--- src/rtl/uart_pkg.sv ---
// rtl/uart_pkg.sv - shared UART FSM states, line mode constants and baud divisor helpers
package uart_pkg;

    typedef enum logic [2:0] {
        ST_IDLE,
        ST_LOAD,
        ST_START,
        ST_DATA,
        ST_PARITY,
        ST_STOP
    } uart_state_t;

    localparam logic STOP_1   = 1'b0;
    localparam logic STOP_2   = 1'b1;
    localparam logic PAR_EVEN = 1'b0;
    localparam logic PAR_ODD  = 1'b1;

    localparam int BAUD_DIV_MIN = 4;

    function automatic int calc_baud_div(input int clk_freq, input int baud_rate);
        return clk_freq / baud_rate;
    endfunction

    // Below four clocks per bit the tx_done look-ahead (count == DIV-2) has no room.
    function automatic bit baud_div_ok(input int clk_freq, input int baud_rate);
        return calc_baud_div(clk_freq, baud_rate) >= BAUD_DIV_MIN;
    endfunction

endpackage

--- src/rtl/uart_baud_gen.sv ---
// rtl/uart_baud_gen.sv - free-running bit-period counter with clear and end-of-bit tick
module uart_baud_gen #(
    parameter int BAUD_DIV = 4,
    parameter int CNT_W    = $clog2(BAUD_DIV)
) (
    input  logic             i_clk,
    input  logic             i_rst,
    input  logic             i_clear,
    output logic             o_tick,
    output logic [CNT_W-1:0] o_count
);

    localparam logic [CNT_W-1:0] LAST = CNT_W'(BAUD_DIV - 1);

    logic [CNT_W-1:0] r_count;

    always_ff @(posedge i_clk) begin
        if (i_rst || i_clear || (r_count == LAST)) begin
            r_count <= '0;
        end else begin
            r_count <= r_count + 1'b1;
        end
    end

    assign o_tick  = (r_count == LAST);
    assign o_count = r_count;

endmodule

--- src/rtl/uart_tx_frame.sv ---
// rtl/uart_tx_frame.sv - FIFO-fed UART transmitter, LSB first; parity built only with UART_TX_PARITY_EN
module uart_tx_frame
    import uart_pkg::*;
#(
    parameter int CLK_FREQ  = 200_000_000,
    parameter int BAUD_RATE = 9600,
    parameter int D_WIDTH   = 8
) (
    input  logic               sys_clk,
    input  logic               sys_rst,
    input  logic               cfg_tx_en,
    input  logic               cfg_stop2,
    input  logic               cfg_par_en,
    input  logic               cfg_par_odd,
    input  logic               rfifo_empty,
    input  logic [D_WIDTH-1:0] rfifo_rd_data,
    output logic               rfifo_rd_en,
    output logic               tx,
    output logic               tx_busy,
    output logic               tx_done
);

    localparam int BAUD_DIV = calc_baud_div(CLK_FREQ, BAUD_RATE);
    localparam int CNT_W    = $clog2(BAUD_DIV);
    localparam int BIT_W    = $clog2(D_WIDTH + 1);

    localparam logic [BIT_W-1:0] LAST_DATA_BIT = BIT_W'(D_WIDTH - 1);
    localparam logic [CNT_W-1:0] DONE_CNT      = CNT_W'(BAUD_DIV - 2);

    generate
        if (!baud_div_ok(CLK_FREQ, BAUD_RATE)) begin : g_bad_baud
            $error("uart_tx_frame: BAUD_DIV must be at least 4");
        end
        if ((D_WIDTH < 5) || (D_WIDTH > 9)) begin : g_bad_width
            $error("uart_tx_frame: D_WIDTH must be 5..9");
        end
    endgenerate

    uart_state_t        r_state;
    logic [D_WIDTH-1:0] r_shift;
    logic [BIT_W-1:0]   r_bit_cnt;
    logic               r_stop2;
    logic               r_tx;
    logic               r_busy;
    logic               r_done;
    logic               w_tick;
    logic [CNT_W-1:0]   w_baud_cnt;
    logic               w_baud_clr;
    logic               w_last_stop;

`ifdef UART_TX_PARITY_EN
    logic r_par_en;
    logic r_par_odd;
    logic r_par_acc;
`else
    logic w_unused_par;
    assign w_unused_par = cfg_par_en ^ cfg_par_odd;
`endif

    assign rfifo_rd_en = (r_state == ST_IDLE) && cfg_tx_en && !rfifo_empty && !sys_rst;
    // Holding the counter clear outside bit states makes START begin at count 0.
    assign w_baud_clr  = (r_state == ST_IDLE) || (r_state == ST_LOAD);
    assign w_last_stop = (r_stop2 == STOP_2) ? (r_bit_cnt == BIT_W'(1)) : (r_bit_cnt == '0);

    uart_baud_gen #(
        .BAUD_DIV (BAUD_DIV),
        .CNT_W    (CNT_W)
    ) u_baud (
        .i_clk   (sys_clk),
        .i_rst   (sys_rst),
        .i_clear (w_baud_clr),
        .o_tick  (w_tick),
        .o_count (w_baud_cnt)
    );

    always_ff @(posedge sys_clk) begin
        if (sys_rst) begin
            r_state   <= ST_IDLE;
            r_shift   <= '0;
            r_bit_cnt <= '0;
            r_stop2   <= STOP_1;
            r_tx      <= 1'b1;
            r_busy    <= 1'b0;
            r_done    <= 1'b0;
`ifdef UART_TX_PARITY_EN
            r_par_en  <= 1'b0;
            r_par_odd <= PAR_EVEN;
            r_par_acc <= 1'b0;
`endif
        end else begin
            r_done <= 1'b0;
            case (r_state)
                ST_IDLE: begin
                    if (rfifo_rd_en) begin
                        r_state <= ST_LOAD;
                        r_busy  <= 1'b1;
                    end
                end
                ST_LOAD: begin
                    r_shift   <= rfifo_rd_data;
                    r_stop2   <= cfg_stop2;
                    r_bit_cnt <= '0;
                    r_tx      <= 1'b0;
                    r_state   <= ST_START;
`ifdef UART_TX_PARITY_EN
                    r_par_en  <= cfg_par_en;
                    r_par_odd <= cfg_par_odd;
                    r_par_acc <= 1'b0;
`endif
                end
                ST_START: begin
                    if (w_tick) begin
                        r_tx    <= r_shift[0];
                        r_state <= ST_DATA;
                    end
                end
                ST_DATA: begin
                    if (w_tick) begin
`ifdef UART_TX_PARITY_EN
                        r_par_acc <= r_par_acc ^ r_shift[0];
`endif
                        if (r_bit_cnt == LAST_DATA_BIT) begin
                            r_bit_cnt <= '0;
`ifdef UART_TX_PARITY_EN
                            if (r_par_en) begin
                                r_tx    <= r_par_acc ^ r_shift[0] ^ r_par_odd;
                                r_state <= ST_PARITY;
                            end else begin
                                r_tx    <= 1'b1;
                                r_state <= ST_STOP;
                            end
`else
                            r_tx    <= 1'b1;
                            r_state <= ST_STOP;
`endif
                        end else begin
                            r_bit_cnt <= r_bit_cnt + 1'b1;
                            r_shift   <= r_shift >> 1;
                            r_tx      <= r_shift[1];
                        end
                    end
                end
                ST_PARITY: begin
                    if (w_tick) begin
                        r_tx    <= 1'b1;
                        r_state <= ST_STOP;
                    end
                end
                ST_STOP: begin
                    // Raised one clock early so the pulse lands in the frame's final clock.
                    if (w_last_stop && (w_baud_cnt == DONE_CNT)) begin
                        r_done <= 1'b1;
                    end
                    if (w_tick) begin
                        if (w_last_stop) begin
                            r_bit_cnt <= '0;
                            r_busy    <= 1'b0;
                            r_state   <= ST_IDLE;
                        end else begin
                            r_bit_cnt <= r_bit_cnt + 1'b1;
                        end
                    end
                end
                default: begin
                    r_tx    <= 1'b1;
                    r_busy  <= 1'b0;
                    r_state <= ST_IDLE;
                end
            endcase
        end
    end

    assign tx      = r_tx;
    assign tx_busy = r_busy;
    assign tx_done = r_done;

endmodule

--- config.mk ---
export PLATFORM = sky130hd
export DESIGN_NAME = uart_tx_frame
export DESIGN_NICKNAME = d
export VERILOG_FILES = /design/src/rtl/uart_pkg.sv /design/src/rtl/uart_baud_gen.sv /design/src/rtl/uart_tx_frame.sv
export SDC_FILE = /design/constraint.sdc
export NUM_CORES = 1
export LEC_CHECK = 0
export ABC_AREA = 1
export CAP_MARGIN = 20
export CORE_ASPECT_RATIO = 0.9
export CORE_MARGIN = 2
export CORE_UTILIZATION = 30
export CTS_BUF_LIST = sky130_fd_sc_hd__clkbuf_2 sky130_fd_sc_hd__clkbuf_4 sky130_fd_sc_hd__clkbuf_8
export CTS_CLUSTER_DIAMETER = 50
export CTS_CLUSTER_SIZE = 16
export DETAILED_ROUTE_END_ITERATION = 10
export HOLD_SLACK_MARGIN = 0.12
export PLACE_DENSITY = 0.54
export SYNTH_ARGS = -nofsm -noshare
export SYNTH_HDL_FRONTEND = slang
export SYNTH_HIERARCHICAL = 1
export SYNTH_SLANG_ARGS = --single-unit
--- constraint.sdc ---
create_clock -name sys_clk -period 2.5 [get_ports sys_clk]
set_clock_uncertainty 0.2 [all_clocks]
set_input_delay 0.5 -clock sys_clk [delete_from_list [all_inputs] [get_ports sys_clk]]
set_output_delay 0.5 -clock sys_clk [all_outputs]
set_load 0.01 [all_outputs]
==> parameters.txt <==
Parameter                              Value

Floorplanning
  Total core area ... roughly 6600 um^2
  Placement row count ... 28
  Die Footprint ... approximately 7500 um^2
  I/O Pins ... 19
  Height of the die ... 82.5 um
  Width of the die ... 91.2 um
  Initial cell density of the core ... 0.312

GRT
  Via count of the first global-routing pass ... about 1700
  Maximum number of pins on one net before global-route repair ... 17
  Met1 usage in global routing ... 0.171
  Met3 track demand over resource in global routing ... 0.0299
  Global-route wire length before repair ... approximately 7.8 mm
  Overall global routing resource usage ... 0.131
  Number of antenna violations at the first check in global routing ... 0
  Routing usage on met2 ... 0.214
  Highest-utilization routing layer at the global route stage ... met2
  Overflow after GRT ... 0

Drt
  Mean number of vias per cell ... approximately 4.5
  Iteration-0 DRC Markers ... between 80 and 90
  DRC errors left ... 0
  Number of antenna-violating nets in the routed design ... 0
  Wire length per cell after detailed routing ... roughly 10 um
  Total Wirelength ... 4.35 mm
  Total number of vias ... 1862
  Total iterations of the first detailed-routing run ... 4

Finish
  ANT cells ... 0
  Net total in the final layout ... roughly 350
  Total non-filler cell area in the finished layout ... roughly 2400 um^2
  Final Core Density ... 0.369
  Layout cells sized above 1 ... 0.150
  Layout area overhead ... 18.5%

Timing
  Tightest hold margin ... 270 ps
  Setup repair after global routing missed its margin ... false
  Final critical-path share of the clock period ... 0.905
  Final setup vio count ... 0
  Least-Margin Pin Slew ... approximately 360 ps
  Relative slew slack ... 0.761
  Highest clock rate ... between 400 and 500 MHz
  Fin. max-slew vios ... 0
  Post-route minimum period ... 2260 ps
  Final hold vios ... 0
  TNS Setup ... 0 ps

Yosys
  Total nets after synthesis ... 323
  Sequential element share of the synthesized area ... 0.332
  Dominant cell by count in the synthesized netlist ... nand2_1
  Post-synthesis area per instance ... around 6.8 um^2
  Number of distinct library cells after synthesis ... 32
  Biggest area contributors in the synthesized netlist ... dfxtp_1, nand2_1, nor2_1
  Number of warning messages in the yosys log ... 6
  Cells after Synth ... between 300 and 400
  Cell accounting for the most synthesized area ... dfxtp_1
  Most used standard cells in the synthesized netlist ... nand2_1, nor2_1, dfxtp_1
  Proportion of register bits with asynchronous set or reset after synthesis ... 0
  Top_reg_cell synth ... dfxtp_1
  Number of register bits inferred by synthesis ... 34
  Share of the synthesized area in the top cell type ... 0.332
  Post-synth design cell area ... 2050 um^2
  Number of enable flip-flop cells after synthesis ... 0

Clock tree
  Hold-fix buffer count after cts ... 0
  Bufs on Longest Clock Path ... 2
  Clock-pin slew on the worst setup and hold paths ... about 70 ps
  CTS root buf ... clkbuf_8
  Number of buffers created by CTS ... 5
  Clock Latency Late Sink ... a little under 300 ps
  Number of H-tree levels ... 2
  TritonCTS clock tree ... yes
  Total clock sinks ... 34
  Buffer count from post-CTS setup fixing ... 0

Worst setup path
  Slowest-stage cell, CP ... clkdlybuf4s50_1
  Setup crit start kind ... primary input
  Critical path start-end classification ... primary input to output pin
  Most used cell, CP ... nor2_1
  Worst-path cell chain ... clkdlybuf4s50_1 > nor2_1 > nand2_1 > nor2_1 > dlygate4sd2_1
  Setup crit end kind ... output pin
  Critical path peak fanout ... 2
  Biggest cell delay along the critical path ... about 420 ps
  Endpoint required time on the critical path ... roughly 1800 ps
  Arrival time of data at the critical path endpoint ... approximately 1600 ps

Power and ir drop
  Static leakage power ... ~0.00094 uW
  Peak supply drop ... around 0.30 mV
  Ratio of total power to cell area ... ~850 nW/um^2
  Final Power ... between 2000 and 2500 uW

Place
  Dpl cell area ... 2320 um^2
  Port Buf Inserts ... 16
  Last weighted congestion value of the routability-driven placer ... slightly below 0.8
  Half-perimeter wire length of the detailed placement result ... ~3.4 mm

Min path
  Worst min path class ... flop to flop

Flow run
  Max-cap violations ... 0

Run status
  Run status ... completed
==> layout by cell type, fill, tap and decap left out, types with 2 or more instances in the layout <==
master and count:
nand3b_1 2, xor2_1 2, xnor2_1 3, ha_1 5, nand3_1 19, clkbuf_8 8
inv_1 33, inv_2 6, clkdlybuf4s50_1 15, nor2_2 7, o21ai_4 2, nand2_4 4
nor2_1 57, buf_4 4, nor2_4 3, nand4_1 9, o21ai_0 6, a21oi_1 9
a21oi_2 5, nand2_1 69, or2_0 2, o21ai_1 7, nand2_2 7, dfxtp_1 34
==> cell families (layout without fill, tap and decap cells) <==
family                   count (synthesis)  count (layout)  synth area share
XOR/XNOR                                 5               5            0.0213
AND/OR/NAND/NOR                        184             184             0.427
buffers and inverters                   44              68            0.0896
AO/OA/AOI/OAI                           31              31            0.0994
flip-flops                              34              34             0.332
adder cells (fa/ha/maj)                  5               5            0.0305
==> per-stage QoR <==
stage                     cells  worst slack (ps)
final                       417               238
after detailed placement    409             -44.5
after CTS                   417               238
after global routing        417               145
after floorplan             303               638
after global placement      409             -45.3
==> routing by layer <==
metal,up-vias,part of all wire,wire length [um]
met4,0,0.014,59
met1,817,0.52,2250
met5,-,0,0
met3,7,0.040,176
li1,1004,-,-
met2,34,0.43,1870
==> power by group <==
group,internal (uW),total (uW),switching (uW),leakage (uW)
Sequential,644,715,71.1,0.000276
Clock,278,483,205,0.0000575
Combinational,314,867,553,0.000604
Total,1240,2070,829,0.000938
==> registers in the layout (all words and copies together) (netlist names) <==
signal,flops
r_bit_cnt,4
r_shift,8
r_state,3
r_stop2,1
tx,1
tx_busy,1
tx_done,1
u_baud/o_count,15
==> layout make-up <==
| class | count | area (um^2) |
|---|---|---|
| Multi-Input combinational cell | 225 | 1190 |
| Tap cell | 90 | 113 |
| Timing Repair Buffer | 20 | 189 |
| Sequential cell | 34 | 681 |
| Fill cell | 756 | 4150 |
| Inverter | 40 | 153 |
| Clock buffer | 8 | 110 |
==> what timing repair did <==
action | CTS | global route
setup endpoints to repair | 1 | 0
endpoints found under the hold margin | 0 | 0
gates resized for setup | 1 | 0
==> critical path: cells and delay by family <==
kind                   cells  cell delay [ps]
and+or+nand+nor            3              340
buffers and inverters      2              720
==> worst paths after layout <==
path,from,endpoint,depth (start not counted),slack [ps]
worst max register to register,u_baud/o_count[0]$_SDFF_PP0_,r_state[2]$_SDFFE_PP0P_,15,410
worst min-delay path,r_shift[7]$_SDFFE_PP0P_,r_shift[7]$_SDFFE_PP0P_,2,270
worst max-delay path,sys_rst,rfifo_rd_en,5,240
worst min register to register,r_shift[7]$_SDFFE_PP0P_,r_shift[7]$_SDFFE_PP0P_,2,270
Note: power is estimated with default switching activity, not from simulation.
